--- src/rtl/fsm_branch_pkg.sv ---
// fsm_branch_pkg: state codes and y1/y2 decode for fsm_branch_timed.
// Shared by the FSM top and its arm timer.
package fsm_branch_pkg;

   typedef enum logic [2:0] {
      IDLE   = 3'd0,
      ARM_P  = 3'd1,
      LOCK_T = 3'd2,
      ARM_R  = 3'd3,
      LOCK_V = 3'd4,
      ABORT  = 3'd5
   } state_t;

   localparam logic [2:0] C_IDLE   = 3'd0;
   localparam logic [2:0] C_ARM_P  = 3'd1;
   localparam logic [2:0] C_LOCK_T = 3'd2;
   localparam logic [2:0] C_ARM_R  = 3'd3;
   localparam logic [2:0] C_LOCK_V = 3'd4;
   localparam logic [2:0] C_ABORT  = 3'd5;

   typedef struct packed {
      logic y1;
      logic y2;
   } yout_t;

   localparam yout_t Y_P_SIDE = '{y1: 1'b1, y2: 1'b0};
   localparam yout_t Y_R_SIDE = '{y1: 1'b0, y2: 1'b1};
   localparam yout_t Y_NONE   = '{y1: 1'b0, y2: 1'b0};

   function automatic yout_t decode_y(input logic [2:0] s);
      yout_t r;
      r = Y_NONE;
      unique case (s)
         C_IDLE, C_ARM_P, C_LOCK_T: r = Y_P_SIDE;
         C_ARM_R, C_LOCK_V:         r = Y_R_SIDE;
         default:                   r = Y_NONE;
      endcase
      return r;
   endfunction

endpackage

--- src/rtl/fsm_branch_timed_arm_timer.sv ---
// arm_timer: cycles-in-ARM counter with expiry compare.
// Saturates instead of wrapping so TIMEOUT=0 can wait forever.
module arm_timer #(
   parameter int TIMEOUT = 16,
   parameter int CNT_W   = 8
) (
   input  logic clk,
   input  logic rst,
   input  logic load,
   input  logic en,
   output logic expire
);

   localparam logic [CNT_W-1:0] LAST =
      CNT_W'((TIMEOUT == 0) ? 0 : TIMEOUT - 1);
   localparam logic [CNT_W-1:0] MAX = '1;

   logic [CNT_W-1:0] cnt_q;
   logic [CNT_W-1:0] cnt_d;

   // Next count: clear on ARM entry, else step while staying.
   always_comb begin
      cnt_d = cnt_q;
      if (load) begin
         cnt_d = '0;
      end else if (en && (cnt_q != MAX)) begin
         cnt_d = cnt_q + 1'b1;
      end
   end

   // Counter register.
   always_ff @(posedge clk) begin
      if (rst) begin
         cnt_q <= '0;
      end else begin
         cnt_q <= cnt_d;
      end
   end

   assign expire = (TIMEOUT != 0) && (cnt_q == LAST);

endmodule

--- src/rtl/fsm_branch_timed.sv ---
// fsm_branch_timed: start-gated two-branch a/b sequence FSM
// with arm timeout. Optional stats ports: FSM_BRANCH_STATS_EN.
module fsm_branch_timed
   import fsm_branch_pkg::*;
#(
   parameter int TIMEOUT    = 16,
   parameter int CNT_W      = 8,
   parameter int AUTO_REARM = 0
) (
   input  logic             clk,
   input  logic             rst,
   input  logic             start,
   input  logic             a,
   input  logic             b,
   input  logic             clr,
   output logic             y1,
   output logic             y2,
   output logic [2:0]       state_o,
   output logic             done,
   output logic             timeout
`ifdef FSM_BRANCH_STATS_EN
   ,
   output logic [CNT_W-1:0] lock_cnt,
   output logic [CNT_W-1:0] abort_cnt
`endif
);

   state_t state_q;
   logic   in_arm;
   logic   confirm;
   logic   expire;
   logic   t_load;
   logic   t_en;
   yout_t  yd;

   // Arm-state qualifiers driving the timer and the FSM.
   always_comb begin
      in_arm  = (state_q == ARM_P) || (state_q == ARM_R);
      confirm = ((state_q == ARM_P) && b) ||
                ((state_q == ARM_R) && a);
      t_load  = (state_q == IDLE) && start && !clr;
      t_en    = in_arm && !confirm && !expire && !clr;
   end

   arm_timer #(
      .TIMEOUT (TIMEOUT),
      .CNT_W   (CNT_W)
   ) u_arm_timer (
      .clk    (clk),
      .rst    (rst),
      .load   (t_load),
      .en     (t_en),
      .expire (expire)
   );

   // State register: rst, then clr, then sequence transitions.
   always_ff @(posedge clk) begin
      if (rst) begin
         state_q <= IDLE;
      end else if (clr) begin
         state_q <= IDLE;
      end else begin
         unique case (state_q)
            IDLE: begin
               if (start) begin
                  state_q <= a ? ARM_P : ARM_R;
               end
            end
            ARM_P: begin
               if (b) begin
                  state_q <= LOCK_T;
               end else if (expire) begin
                  state_q <= ABORT;
               end
            end
            ARM_R: begin
               if (a) begin
                  state_q <= LOCK_V;
               end else if (expire) begin
                  state_q <= ABORT;
               end
            end
            LOCK_T, LOCK_V, ABORT: begin
               if (AUTO_REARM != 0) begin
                  state_q <= IDLE;
               end
            end
            default: state_q <= IDLE;
         endcase
      end
   end

   // Moore decode straight from the state register.
   always_comb begin
      yd      = decode_y(state_q);
      y1      = yd.y1;
      y2      = yd.y2;
      state_o = state_q;
      done    = (state_q == LOCK_T) || (state_q == LOCK_V);
      timeout = (state_q == ABORT);
   end

`ifdef FSM_BRANCH_STATS_EN
   localparam logic [CNT_W-1:0] CMAX = '1;

   logic lock_ev;
   logic abort_ev;
   logic [CNT_W-1:0] lock_q;
   logic [CNT_W-1:0] abort_q;

   // Entry events, aligned with the transition they count.
   always_comb begin
      lock_ev  = !clr && confirm;
      abort_ev = !clr && in_arm && !confirm && expire;
   end

   // Saturating stats counters; only rst clears them.
   always_ff @(posedge clk) begin
      if (rst) begin
         lock_q  <= '0;
         abort_q <= '0;
      end else begin
         if (lock_ev && (lock_q != CMAX)) begin
            lock_q <= lock_q + 1'b1;
         end
         if (abort_ev && (abort_q != CMAX)) begin
            abort_q <= abort_q + 1'b1;
         end
      end
   end

   assign lock_cnt  = lock_q;
   assign abort_cnt = abort_q;
`endif

endmodule

--- config.mk ---
export PLATFORM = sky130hd
export DESIGN_NAME = fsm_branch_timed
export DESIGN_NICKNAME = d
export VERILOG_FILES = /design/src/rtl/fsm_branch_pkg.sv /design/src/rtl/fsm_branch_timed_arm_timer.sv /design/src/rtl/fsm_branch_timed.sv
export SDC_FILE = /design/constraint.sdc
export NUM_CORES = 1
export LEC_CHECK = 0
export ABC_CLOCK_PERIOD_IN_PS = 2850
export CORE_MARGIN = 8
export CORE_UTILIZATION = 50
export CTS_CLUSTER_SIZE = 16
export DETAILED_ROUTE_END_ITERATION = 6
export PLACE_DENSITY_LB_ADDON = 0.1
export SLEW_MARGIN = 20
export SYNTH_ARGS = -nofsm -noshare
export SYNTH_HDL_FRONTEND = slang
export SYNTH_HIERARCHICAL = 1
export SYNTH_SLANG_ARGS = --single-unit
export TNS_END_PERCENT = 10
--- constraint.sdc ---
create_clock -name clk -period 2.85 [get_ports clk]
set_input_delay 0.7125 -clock clk [delete_from_list [all_inputs] [get_ports clk]]
set_output_delay 0.7125 -clock clk [all_outputs]
set_load 0.02 [all_outputs]
Word-level counts from Yosys, hierarchy flattened --
Index checks and enable logic that the tools add are counted. Widths: inputs -> output; s select.
Word-level totals: register bits 11, input port bits 6, output and inout bits 7, word-level logic and storage cells 40
Operators by class: add/sub/neg operators 1, equality and inequality tests 8, multiplexer cells 7, bitwise logic cells 1, reductions and logical operators 21
Operators with widths (number):
- $mux 3 | 4
- $pmux 3 s4 | 1
- $add 8x1->8 const B | 1
- $eq 8x4->1 const B | 1
- $logic_and 1x1->1 | 8
- $ne 8x8->1 const B | 1
- $eq 3x2->1 const B | 2
- $eq 3x3->1 const B | 2
- $reduce_or 2->1 | 3
- $reduce_or 3->1 | 2
- $pmux 2 s2 | 1
- $eq 3x1->1 const B | 1
- $logic_not 1->1 | 3
- $logic_not 3->1 | 1
- $logic_or 1x1->1 | 3
- $mux 2 | 1
- $ne 2x2->1 const B | 1
- $reduce_and 2->1 | 1
- $not 1->1 | 1

Depth between registers and ports, before layout --
depth in word-level cells 8, depth in mapped cells 8, gate-level depth less buffers 8

Modules after synthesis --
The synthesis kept the hierarchy.
By module, submodules not included:
- arm_timer | times used 1, cells each 49, area each 435.4 um2
- fsm_branch_timed | times used 1, cells each 34, area each 290.3 um2

Worst setup path after synthesis --
No wires, ideal clock.
path kind reg2reg, from register u_arm_timer.cnt_q[0], to register u_arm_timer.cnt_q[5], setup time 0.072 ns, arrival time 2.096 ns, required time 2.778 ns, path slack 0.683 ns, stages on the path, launching flop included 9, clock period less this slack 2.167 ns, cells stage by stage dfxtp_1 > ha_1 > nand3_1 > nor2_1 > a21o_1 > nor4_1 > nand4_1 > a211oi_2 > mux2i_1
On the way: cells in the longest elaborated chain, start to end 5, elaborated cells between the ends (all ways) 7, those cells by class 1 x add/sub; 2 x eq/ne; 4 x reduce/logical
RTL lines:
- start: declaration | RTL line fsm_branch_timed_arm_timer.sv:18 | logic [CNT_W-1:0] cnt_q;
- start signal: assignment | RTL line fsm_branch_timed_arm_timer.sv:36 | cnt_q <= cnt_d;
- $eq 8x4->1 | RTL line fsm_branch_timed_arm_timer.sv:40 | assign expire = (TIMEOUT != 0) && (cnt_q == LAST);
- net expire | RTL line fsm_branch_timed.sv:31 | logic expire;
- $logic_not 1->1 | RTL line fsm_branch_timed.sv:42 | t_en = in_arm && !confirm && !expire && !clr;
- $logic_and 1x1->1 (2 in series) | RTL line fsm_branch_timed.sv:42
- net t_en | RTL line fsm_branch_timed.sv:33 | logic t_en;
- $logic_and 1x1->1 | RTL line fsm_branch_timed_arm_timer.sv:26 | end else if (en && (cnt_q != MAX)) begin
The timed path passes the listed nets, and every way through them passes these cells. A chain may end at the register's enable or synchronous reset.

Worst setup path in the final report --
from register state_q[1] (netlist: state_o[1]), to output port timeout
On the way: cells in the longest elaborated chain, start to end 1
RTL lines:
- start: declaration | RTL line fsm_branch_timed.sv:28 | state_t state_q;
- start signal: assignment | RTL line fsm_branch_timed.sv:66 | state_q <= a ? ARM_P : ARM_R;
- $eq 3x3->1 | RTL line fsm_branch_timed.sv:100 | timeout = (state_q == ABORT);
- end: declaration | RTL line fsm_branch_timed.sv:20 | output logic timeout
Every way passes these cells.

==> impl_metrics.ini <==
[timing]
skew_ns = 0.005870
hold_slack_ns = 0.4919
worstMarginPinSlew_ns = 0.3894
finalMaxSlewViolations = 0
min_period_ns = 2.510
fin_crit_sh_pct = 88.06
finalHoldViolCount = 0
max_freq_ghz = 0.3985
tns_ns = 0
relSlewSlack_pct = 73.84
setup_violations = 0
rsz0062_at_grt = no

[pwr]
p_total_mw = 0.3019
powerDensity_mw_per_mm2 = 354.8
p_seq_share_pct = 53.0
pwr-share-comb_pct = 12.9
power.internal_mw = 0.2305
power.switching_mw = 0.07140
swShare_pct = 23.65
p_clk_share_pct = 34.1
p_leak_nw = 0.2893
ir_drop_mv = 0.2929

[floorplan]
die_area_mm2 = 0.002926
die_w_um = 54.10
initial_core_util_pct = 54.41
ios = 13
die_height_um = 54.10
row_count = 13
fp.coreArea_mm2 = 0.001334

[setup_path]
cp-end-kind = output port
cp.required_ns = 2.14
cp.arrival_ns = 1.80
slowest_delay_ns = 0.56
r2r_slack_ns = 0.71
reg2regPathDepth = 9
worstSetupStartpointType = register
path_cells = and2b_2 > and2_1 > clkdlybuf4s50_1
cp_num_buf_inv = 1
critPathTopFamily = flip-flops
reg2reg_to = u_arm_timer/cnt_q[5]
reg2reg_from = u_arm_timer/cnt_q[0]
critPathMaxFanout = 14
slowest_stage = dfxtp_1
critical_path_class = register to output port

[routing]
routed_wirelength_um = 1433
final_antenna_net_count = 0
vias = 664
drc_errors = 0
drt_iter0_drc = 11
drtPass1Iterations = 4
viasPerCell = 5.982
wire_per_inst_um = 12.91

[logic_synthesis]
synth_top_area_share_pct = 30.34
yosys_register_bits = 11
synthTopCellsByCount = 11 x dfxtp_1, 6 x nand2_1, 5 x mux2i_1, 5 x nor3_1
yosysMostFrequentCell = dfxtp_1
seq_area_frac_synth_pct = 30.34
synth.net_count = 90
ys.flop_type = dfxtp_1
postSynth.asyncResetShare_pct = 0
synth.area.top_cells = dfxtp_1 30%, mux2i_1 6.9%, buf_6 4.7%, a211oi_2 3.4%, nand4_1 3.4%
avgSynthCellArea_um2 = 8.743
synth_area_um2 = 725.7
synth_edf_count = 0
synth_cell_types = 37
ys_warn_count = 6
syn_inst = 83
synth_area_leader_cell = dfxtp_1

[place]
dp_cells = 107
port-buffer-count = 12
hpwl_um = 1137
place_congestion = 0.8510
place_area_um2 = 824.5

[final_layout]
area_growth_syn_to_layout_pct = 17.24
fin_nets = 104
design_area_um2 = 850.8
drive_gt1_share_pct = 9.375
instances_no_fill = 111
diodes = 0
fill_cells = 117

[hold_path]
min_from = u_arm_timer/cnt_q[1]
hp-class = register to register
whs_path_depth = 2
hold_end = u_arm_timer/cnt_q[1]

[clock_tree]
clock-sinks = 11
numCtsBuffers = 3
ctsLongestPathBuffers = 2
hold_buffers = 0
cts_tree = done
cts.htree.levels = 1
clk_pin_slew_ns = 0.06
cts_root_buffer = clkbuf_4
postCtsSetupRepairBufs = 0
ctsResizeCount = 0
clk_latency_ns = 0.27

[global_routing]
grt_pass1_wl_um = 2428
grt_usage_pct = 10.91
grt_pass1_vias = 559
grt_antenna_before_repair = 0
grt_max_degree = 15
overflow = 0

[status]
run_status = finished, final reports clean

[job]
max_cap_violations = 0
[final cells by class]
cell class	count	area [µm²]	area share, %
timing repair buffer	13	127.6	15.00
clock buffer	4	26.28	3.088
sequential	11	220.2	25.88
tap	15	18.77	2.206
multi-input combinational	66	450.4	52.94
inverter	2	7.507	0.8824
[metal layers]
| metal | GRT usage [%] | up-vias | wire, µm |
|---|---|---|---|
| met4 | 2.459 | 0 | 8 |
| met5 | 0 | - | 0 |
| met3 | 5.785 | 2 | 96 |
| li1 | - | 344 | - |
| met1 | 13.64 | 300 | 678 |
| met2 | 16.22 | 18 | 649 |
[power by group through the flow]
stage,Clock [mW],Combinational [mW],Sequential (mW)
floorplan,0,0.0246,0.162
global placement,0,0.0388,0.163
detailed placement,0,0.0391,0.163
CTS,0.110,0.0394,0.160
global route,0.120,0.0428,0.160
finish,0.103,0.0390,0.160
[per-stage QoR]
stage,util (%),setup WS (ns)
floorplan,-,0.6826
global route,63.79,0.2445
global placement,61.82,0.3774
CTS,63.79,0.3246
detailed placement,61.82,0.3476
finish,63.79,0.3404
[placed cells by master (no fill, tap or decap)]
| master | n |
|---|---|
| clkdlybuf4s50_1 | 12 |
| dfxtp_1 | 11 |
| nand2_1 | 6 |
| mux2i_1 | 5 |
| nor3_1 | 5 |
| a21oi_1 | 4 |
| nand4_1 | 4 |
| nand2b_1 | 3 |
| o21ai_0 | 3 |
| nor2_1 | 3 |
| clkbuf_4 | 3 |
| a21o_1 | 2 |
| inv_1 | 2 |
| nor2b_1 | 2 |
| o21bai_1 | 2 |
| a211oi_2 | 2 |
| nand3_1 | 2 |
| or3_1 | 2 |
| a31oi_1 | 2 |
| a211oi_1 | 2 |
| and2b_2 | 1 |
| and2_1 | 1 |
| or3b_1 | 1 |
| nor4_1 | 1 |
| a22oi_1 | 1 |
| a2111oi_0 | 1 |
| a221oi_1 | 1 |
| a211o_1 | 1 |
| nand3b_1 | 1 |
| clkbuf_1 | 1 |
| or4_1 | 1 |
| or2_2 | 1 |
| and4_4 | 1 |
| o21a_1 | 1 |
| and4_1 | 1 |
| nor4bb_1 | 1 |
| o311a_1 | 1 |
| ha_1 | 1 |
| buf_4 | 1 |
[state kept, by name, indices dropped and copies added (netlist names)]
name	flops
u_arm_timer/cnt_q	8
state_o	3
[worst register-to-register path, stage by stage (launching register included)]
cell	delay, ns
dfxtp_1	0.35
ha_1	0.30
nand3_1	0.14
nor2_1	0.08
a21o_1	0.17
nor4_1	0.23
buf_4	0.18
nand4_1	0.18
a211oi_2	0.26
mux2i_1	0.19
[kinds of logic (layout without fill, tap and decap cells)]
| logic type | count (synthesis) | after routing | synth area share (%) |
|---|---|---|---|
| and+or+nand+nor | 37 | 37 | 30.17 |
| DFF | 11 | 11 | 30.34 |
| AOI/OAI and AO/OA | 23 | 23 | 23.27 |
| buffers and inverters | 6 | 19 | 7.586 |
| adders and majority gates | 1 | 1 | 1.724 |
| muxes | 5 | 5 | 6.897 |
[how the worst max path moves through the flow]
stage                              start              endpoint  slack (ns)  depth (start not counted)
floorplan           u_arm_timer/cnt_q[0]  u_arm_timer/cnt_q[5]        0.68                          8
global placement                       a  u_arm_timer/cnt_q[5]        0.38                          7
detailed placement                     a  u_arm_timer/cnt_q[5]        0.35                          7
CTS                           state_o[1]               timeout        0.32                          3
global route                  state_o[1]                    y2        0.24                          3
finish                        state_o[1]               timeout        0.34                          3
Note: power is estimated with default switching activity, not from simulation.
